===== config.mk =====
export PLATFORM = sky130hd
export DESIGN_NAME = mem_responder
export DESIGN_NICKNAME = d
export VERILOG_FILES = /design/src/rtl/rv32ima_pkg.sv /design/src/rtl/mem_lane_align.sv /design/src/rtl/mem_responder.sv
export SDC_FILE = /design/constraint.sdc
export NUM_CORES = 1
export LEC_CHECK = 0
export ABC_AREA = 1
export CAP_MARGIN = 20
export CORE_MARGIN = 2
export CORE_UTILIZATION = 45
export CTS_BUF_LIST = sky130_fd_sc_hd__clkbuf_8 sky130_fd_sc_hd__clkbuf_16
export DETAILED_ROUTE_END_ITERATION = 12
export PLACE_DENSITY_LB_ADDON = 0.2
export REMOVE_ABC_BUFFERS = 1
export SYNTH_ARGS = -nofsm -noshare
export SYNTH_HDL_FRONTEND = slang
export SYNTH_HIERARCHICAL = 1
export SYNTH_SLANG_ARGS = --single-unit

===== constraint.sdc =====
create_clock -name clk -period 2.9 [get_ports clk]
set_input_delay 0.58 -clock clk [delete_from_list [all_inputs] [get_ports clk]]
set_output_delay 0.58 -clock clk [all_outputs]
set_load 0.1 [all_outputs]

===== src/rtl/rv32ima_pkg.sv =====
// Shared types for the rv32ima memory side: word type, load/store width encoding
// and the responder FSM states.
package rv32ima_pkg;

  typedef logic [31:0] word_t;

  localparam int LDST_WIDTH_W = 2;

  typedef enum logic [LDST_WIDTH_W-1:0] {
    BYTE = 2'd0,
    HALF = 2'd1,
    WORD = 2'd2
  } ldst_width_t;

  typedef enum logic [1:0] {
    IDLE = 2'd0,
    DREQ = 2'd1,
    IREQ = 2'd2,
    RESP = 2'd3
  } mem_resp_state_t;

  // Unused encoding 2'b11 is treated like WORD everywhere.
  function automatic logic is_misaligned(input logic [LDST_WIDTH_W-1:0] width,
                                         input logic [1:0] off);
    case (width)
      BYTE:    is_misaligned = 1'b0;
      HALF:    is_misaligned = off[0];
      default: is_misaligned = (off != 2'b00);
    endcase
  endfunction

endpackage


===== src/rtl/mem_lane_align.sv =====
// Byte-lane steering: byte enables and lane replication for stores, and
// right-alignment with zero extension for loads.
module mem_lane_align
  import rv32ima_pkg::*;
(
  input  logic [LDST_WIDTH_W-1:0] width,
  input  logic [1:0]              off,
  input  word_t                   store,
  input  word_t                   rdata,
  output logic [3:0]              be,
  output word_t                   wdata,
  output word_t                   load
);

  logic [7:0]  byte_sel;
  logic [15:0] half_sel;

  assign byte_sel = 8'(rdata >> {off, 3'b000});
  assign half_sel = 16'(rdata >> {off[1], 4'b0000});

  always_comb begin
    be    = 4'b1111;
    wdata = store;
    load  = rdata;
    case (width)
      BYTE: begin
        be    = 4'b0001 << off;
        wdata = {4{store[7:0]}};
        load  = {24'h0, byte_sel};
      end
      HALF: begin
        be    = 4'b0011 << {off[1], 1'b0};
        wdata = {2{store[15:0]}};
        load  = {16'h0, half_sel};
      end
      default: ;
    endcase
  end

endmodule


===== src/rtl/mem_responder.sv =====
// Arbitrates CPU instruction fetches and data loads/stores onto one single-port
// RAM with variable-latency completion, returning one-cycle hit pulses.
module mem_responder
  import rv32ima_pkg::*;
#(
  parameter int RAM_AW = 14
) (
  input  logic                    clk,
  input  logic                    nrst,
  input  word_t                   iaddr,
  input  logic                    iren,
  output word_t                   idata,
  output logic                    ihit,
  input  word_t                   daddr,
  input  logic                    dren,
  input  logic                    dwen,
  input  word_t                   dstore,
  input  logic [LDST_WIDTH_W-1:0] dwidth,
  output word_t                   dload,
  output logic                    dhit,
  output logic                    ram_req,
  output logic                    ram_we,
  output logic [RAM_AW-1:0]       ram_addr,
  output logic [3:0]              ram_be,
  output word_t                   ram_wdata,
  input  logic                    ram_ack,
  input  word_t                   ram_rdata,
  output logic                    misalign,
  output logic [1:0]              dbg_state
);

  // RAM handshake: ram_req rises with the request fields and they all stay
  // frozen until the cycle ram_ack is sampled high; ram_rdata is only taken then.

  mem_resp_state_t         state;
  logic [LDST_WIDTH_W-1:0] width_q;
  logic [LDST_WIDTH_W-1:0] lane_width;
  logic [1:0]              off_q;
  logic [1:0]              lane_off;
  logic                    is_store_q;
  logic                    data_req;
  logic [3:0]              lane_be;
  word_t                   lane_wdata;
  word_t                   lane_load;
  logic                    unused_bits;

  assign data_req  = dren | dwen;
  assign dbg_state = state;

  // The aligner sees the live request in IDLE (store lanes) and the latched one later (load extract).
  assign lane_width = (state == IDLE) ? dwidth : width_q;
  assign lane_off   = (state == IDLE) ? daddr[1:0] : off_q;

  assign unused_bits = ^{iaddr[31:RAM_AW+2], iaddr[1:0], daddr[31:RAM_AW+2]};

  mem_lane_align u_align (
    .width (lane_width),
    .off   (lane_off),
    .store (dstore),
    .rdata (ram_rdata),
    .be    (lane_be),
    .wdata (lane_wdata),
    .load  (lane_load)
  );

  always_ff @(posedge clk or negedge nrst) begin
    if (!nrst) begin
      state      <= IDLE;
      ram_req    <= 1'b0;
      ram_we     <= 1'b0;
      ram_addr   <= '0;
      ram_be     <= '0;
      ram_wdata  <= '0;
      ihit       <= 1'b0;
      dhit       <= 1'b0;
      misalign   <= 1'b0;
      idata      <= '0;
      dload      <= '0;
      width_q    <= WORD;
      off_q      <= 2'b00;
      is_store_q <= 1'b0;
    end else begin
      case (state)
        IDLE: begin
          if (data_req) begin
            width_q    <= dwidth;
            off_q      <= daddr[1:0];
            is_store_q <= dwen;
            if (is_misaligned(dwidth, daddr[1:0])) begin
              state    <= RESP;
              dhit     <= 1'b1;
              misalign <= 1'b1;
              dload    <= '0;
            end else begin
              state     <= DREQ;
              ram_req   <= 1'b1;
              ram_we    <= dwen;
              ram_addr  <= daddr[RAM_AW+1:2];
              ram_be    <= lane_be;
              ram_wdata <= dwen ? lane_wdata : '0;
            end
          end else if (iren) begin
            state     <= IREQ;
            ram_req   <= 1'b1;
            ram_we    <= 1'b0;
            ram_addr  <= iaddr[RAM_AW+1:2];
            ram_be    <= 4'b1111;
            ram_wdata <= '0;
          end
        end
        DREQ: begin
          if (ram_ack) begin
            state   <= RESP;
            ram_req <= 1'b0;
            ram_we  <= 1'b0;
            dhit    <= 1'b1;
            dload   <= is_store_q ? '0 : lane_load;
          end
        end
        IREQ: begin
          if (ram_ack) begin
            state   <= RESP;
            ram_req <= 1'b0;
            ihit    <= 1'b1;
            idata   <= ram_rdata;
          end
        end
        RESP: begin
          state    <= IDLE;
          ihit     <= 1'b0;
          dhit     <= 1'b0;
          misalign <= 1'b0;
        end
        default: state <= IDLE;
      endcase
    end
  end

endmodule

==> flow_summary.toml <==
[run_status]
outcome = "finished clean"

[worst_setup_path]
cp.required_ns = 3.21
setup.worst_path.end = "dload[8]"
r2r.worst_path.cells = 11
criticalPathCategory = "flip-flop to flip-flop"
r2r-start = "dbg_state[0]"
end_kind = "flip-flop"
critPathArrivalTime_ns = 2.82
reg2reg_to = "dload[8]"
reg2reg_slack_ns = 0.39
critPathMaxFanout = 13
start_kind = "flip-flop"
cp-startpoint = "dbg_state[0]"

[sta]
hold_viol = 0
period_minus_slack_ns = 2.51
setup_viol = 0
slew_headroom_pct = 57.8
rsz0062_at_grt = "false"
setup_ws_ns = 0.387
tightest_slew_ns = 0.632
fmax_mhz = 398
skew_ns = 0.00472
period_share_pct = 86.6
slew_viol_final = 0

[synth]
ys_seq_elements = 126
ys.warnings.count = 6
synth_edf_count = 0
seq_area_frac_synth_pct = 45.5
synth_ff_type = "dfrtp_1"
ys_types = 25
syn_area_per_cell_um2 = 6.98
synth_cells = 994
syn_area_um2 = 6940
async_reset_ff_share_pct = 100

[clock_tree]
htreeDepth = 4
cts.sinks = 126
ctsHoldBuffers = 0
clk_pin_slew_ns = 0.06
postCtsSetupBuffers = 0
cts_tree = "built"
cts-buffers-inserted = 17
clock_path_buffers = 2
clk_latency_ns = 0.42
postCtsResizedCells = 0
ctsRootBufferMaster = "clkbuf_16"

[placed_design]
dpl.hpwl_um = 14700
portBuffers = 222
dp_worst_setup_slack_ns = 0.247
place_congestion = 0.835

[detailed_routing]
firstDrtPassIters = 6
drtIter0Drc = 454
num_vias = 6988
wl_um = 20900
postRouteAntennaNets = 0
via_per_inst = 5.00
avgRoutedWirePerCell_um = 15.0
drc_errors = 0

[floorplan]
chipHeight_um = 128
start_util_pct = 45.8
coreArea_um2 = 15100
ios = 257
rows = 45
fp.dieArea_um2 = 16400
chipWidth_um = 128

[worst_hold_path]
hold_path_class = "input pin to async pin"

[global_route]
grt_pass1_wl_um = 34000
grt_start_max_net_pins = 59
grt_pass1_vias = 6631
antenna_found_initial = 0
gr-total-overflow = 0
grt.total_usage_pct = 26.4

[cells_and_area]
n_fill_cell = 1403
nets = 1339
syn_to_final_growth_pct = 37.0
drive_gt1_share_pct = 16.4
diodes = 0

[flow_run]
max-cap-violations = 0
-- per-layer routing --
metal | GRT usage, % | wire length [µm] | share of wire [%] | up-vias
met2 | 42.9 | 9820 | 47 | 241
met5 | 0 | 0 | 0 | -
met1 | 34.4 | 9170 | 44 | 3255
met4 | 8.79 | 435 | 2.1 | 0
met3 | 7.10 | 1500 | 7.2 | 27
li1 | - | - | - | 3465
-- kinds of logic after synthesis --
logic type,synth area share (%)
adder cells (fa/ha/maj),0.902
buffers and inverters,11.5
flip-flops,45.5
AND/OR/NAND/NOR,38.6
AO/OA/AOI/OAI,3.50
-- worst min-delay path by stage --
stage,start,end,slack [ns],depth (start not counted)
after floorplan,nrst,dbg_state[0],0.28,0
after global placement,ram_wdata[7],ram_wdata[7],0.45,2
after detailed placement,dload[17],dload[17],0.46,2
after CTS,nrst,ram_wdata[15],0.13,1
after global routing,nrst,ram_wdata[15],0.15,1
final,nrst,ram_wdata[15],0.11,1
-- synthesized netlist by cell type, drive strengths merged (5+ instances only) --
cell type | count | area (µm²)
a21oi | 9 | 56.3
buf | 47 | 300
clkbuf | 16 | 60.1
dfrtp | 125 | 3130
ha | 5 | 62.6
inv | 116 | 435
nand2 | 468 | 1770
nand3 | 92 | 473
nand4 | 34 | 213
nor2 | 42 | 189
o211ai | 5 | 37.5
o21ai | 27 | 135
or2 | 5 | 31.3
-- cell usage in the layout (no fill, tap or decap) --
cell type,instances
or2_2,5
clkinvlp_4,1
buf_4,147
o21ai_0,25
bufinv_16,1
ha_2,1
a21oi_4,1
inv_1,116
clkbuf_16,17
nor2_4,2
o211ai_1,5
nand3_1,91
nand2_1,461
o21ai_1,1
nand2_2,7
a21oi_1,8
nand4_1,34
clkdlybuf4s50_1,100
dfrtp_1,125
o21a_1,1
buf_6,1
a31oi_1,1
o21ai_4,1
nor2_8,1
ha_1,4
dfstp_2,1
inv_2,3
clkbuf_8,5
clkinv_2,4
nor2_1,39
nand3_4,1
-- sequential cells by signal, summed over array words and instances, names as in the netlist --
name and count:
dhit 1, off_q 2, ram_we 1, is_store_q 1, idata 32, ihit 1
dload 32, width_q 2, ram_addr 14, misalign 1, ram_wdata 32, dbg_state 2
ram_req 1, ram_be 4
-- cell type report --
type / instances / area, µm² / area share (%)
Tap cell: 188 / 235 / 2.48
Sequential cell: 126 / 3150 / 33.2
Inverter: 116 / 435 / 4.58
Multi-Input combinational cell: 689 / 3000 / 31.6
Clock inverter: 9 / 68.8 / 0.724
Clock buffer: 22 / 494 / 5.20
Timing Repair Buffer: 248 / 2120 / 22.3
-- worst max-delay path, cell delays in order, from the launching register on --
cell     delay (ns)
dfrtp_1        0.43
inv_1          0.13
ha_2           0.19
inv_1          0.14
o21ai_0        0.33
inv_2          0.21
a21oi_1        0.51
o21ai_0        0.16
inv_1          0.08
nor2_1         0.04
nand4_1        0.11
nand2_1        0.06
-- per-stage QoR --
step	instances	instance area [µm²]	hold slack (ns)	setup TNS [ns]	util (%)
2_1_floorplan	931	6580	0.284	-191.58	-
3_3_place_gp	1367	8940	0.454	0	59.0
3_5_place_dp	1367	8940	0.459	0	59.0
4_1_cts	1398	9500	0.131	0	62.7
5_1_grt	1398	9500	0.149	0	62.7
6_report	1398	9500	0.109	0	62.7
Power is not shown: default switching activity piles up to over one toggle a cycle in this logic, so the estimate is an artifact.
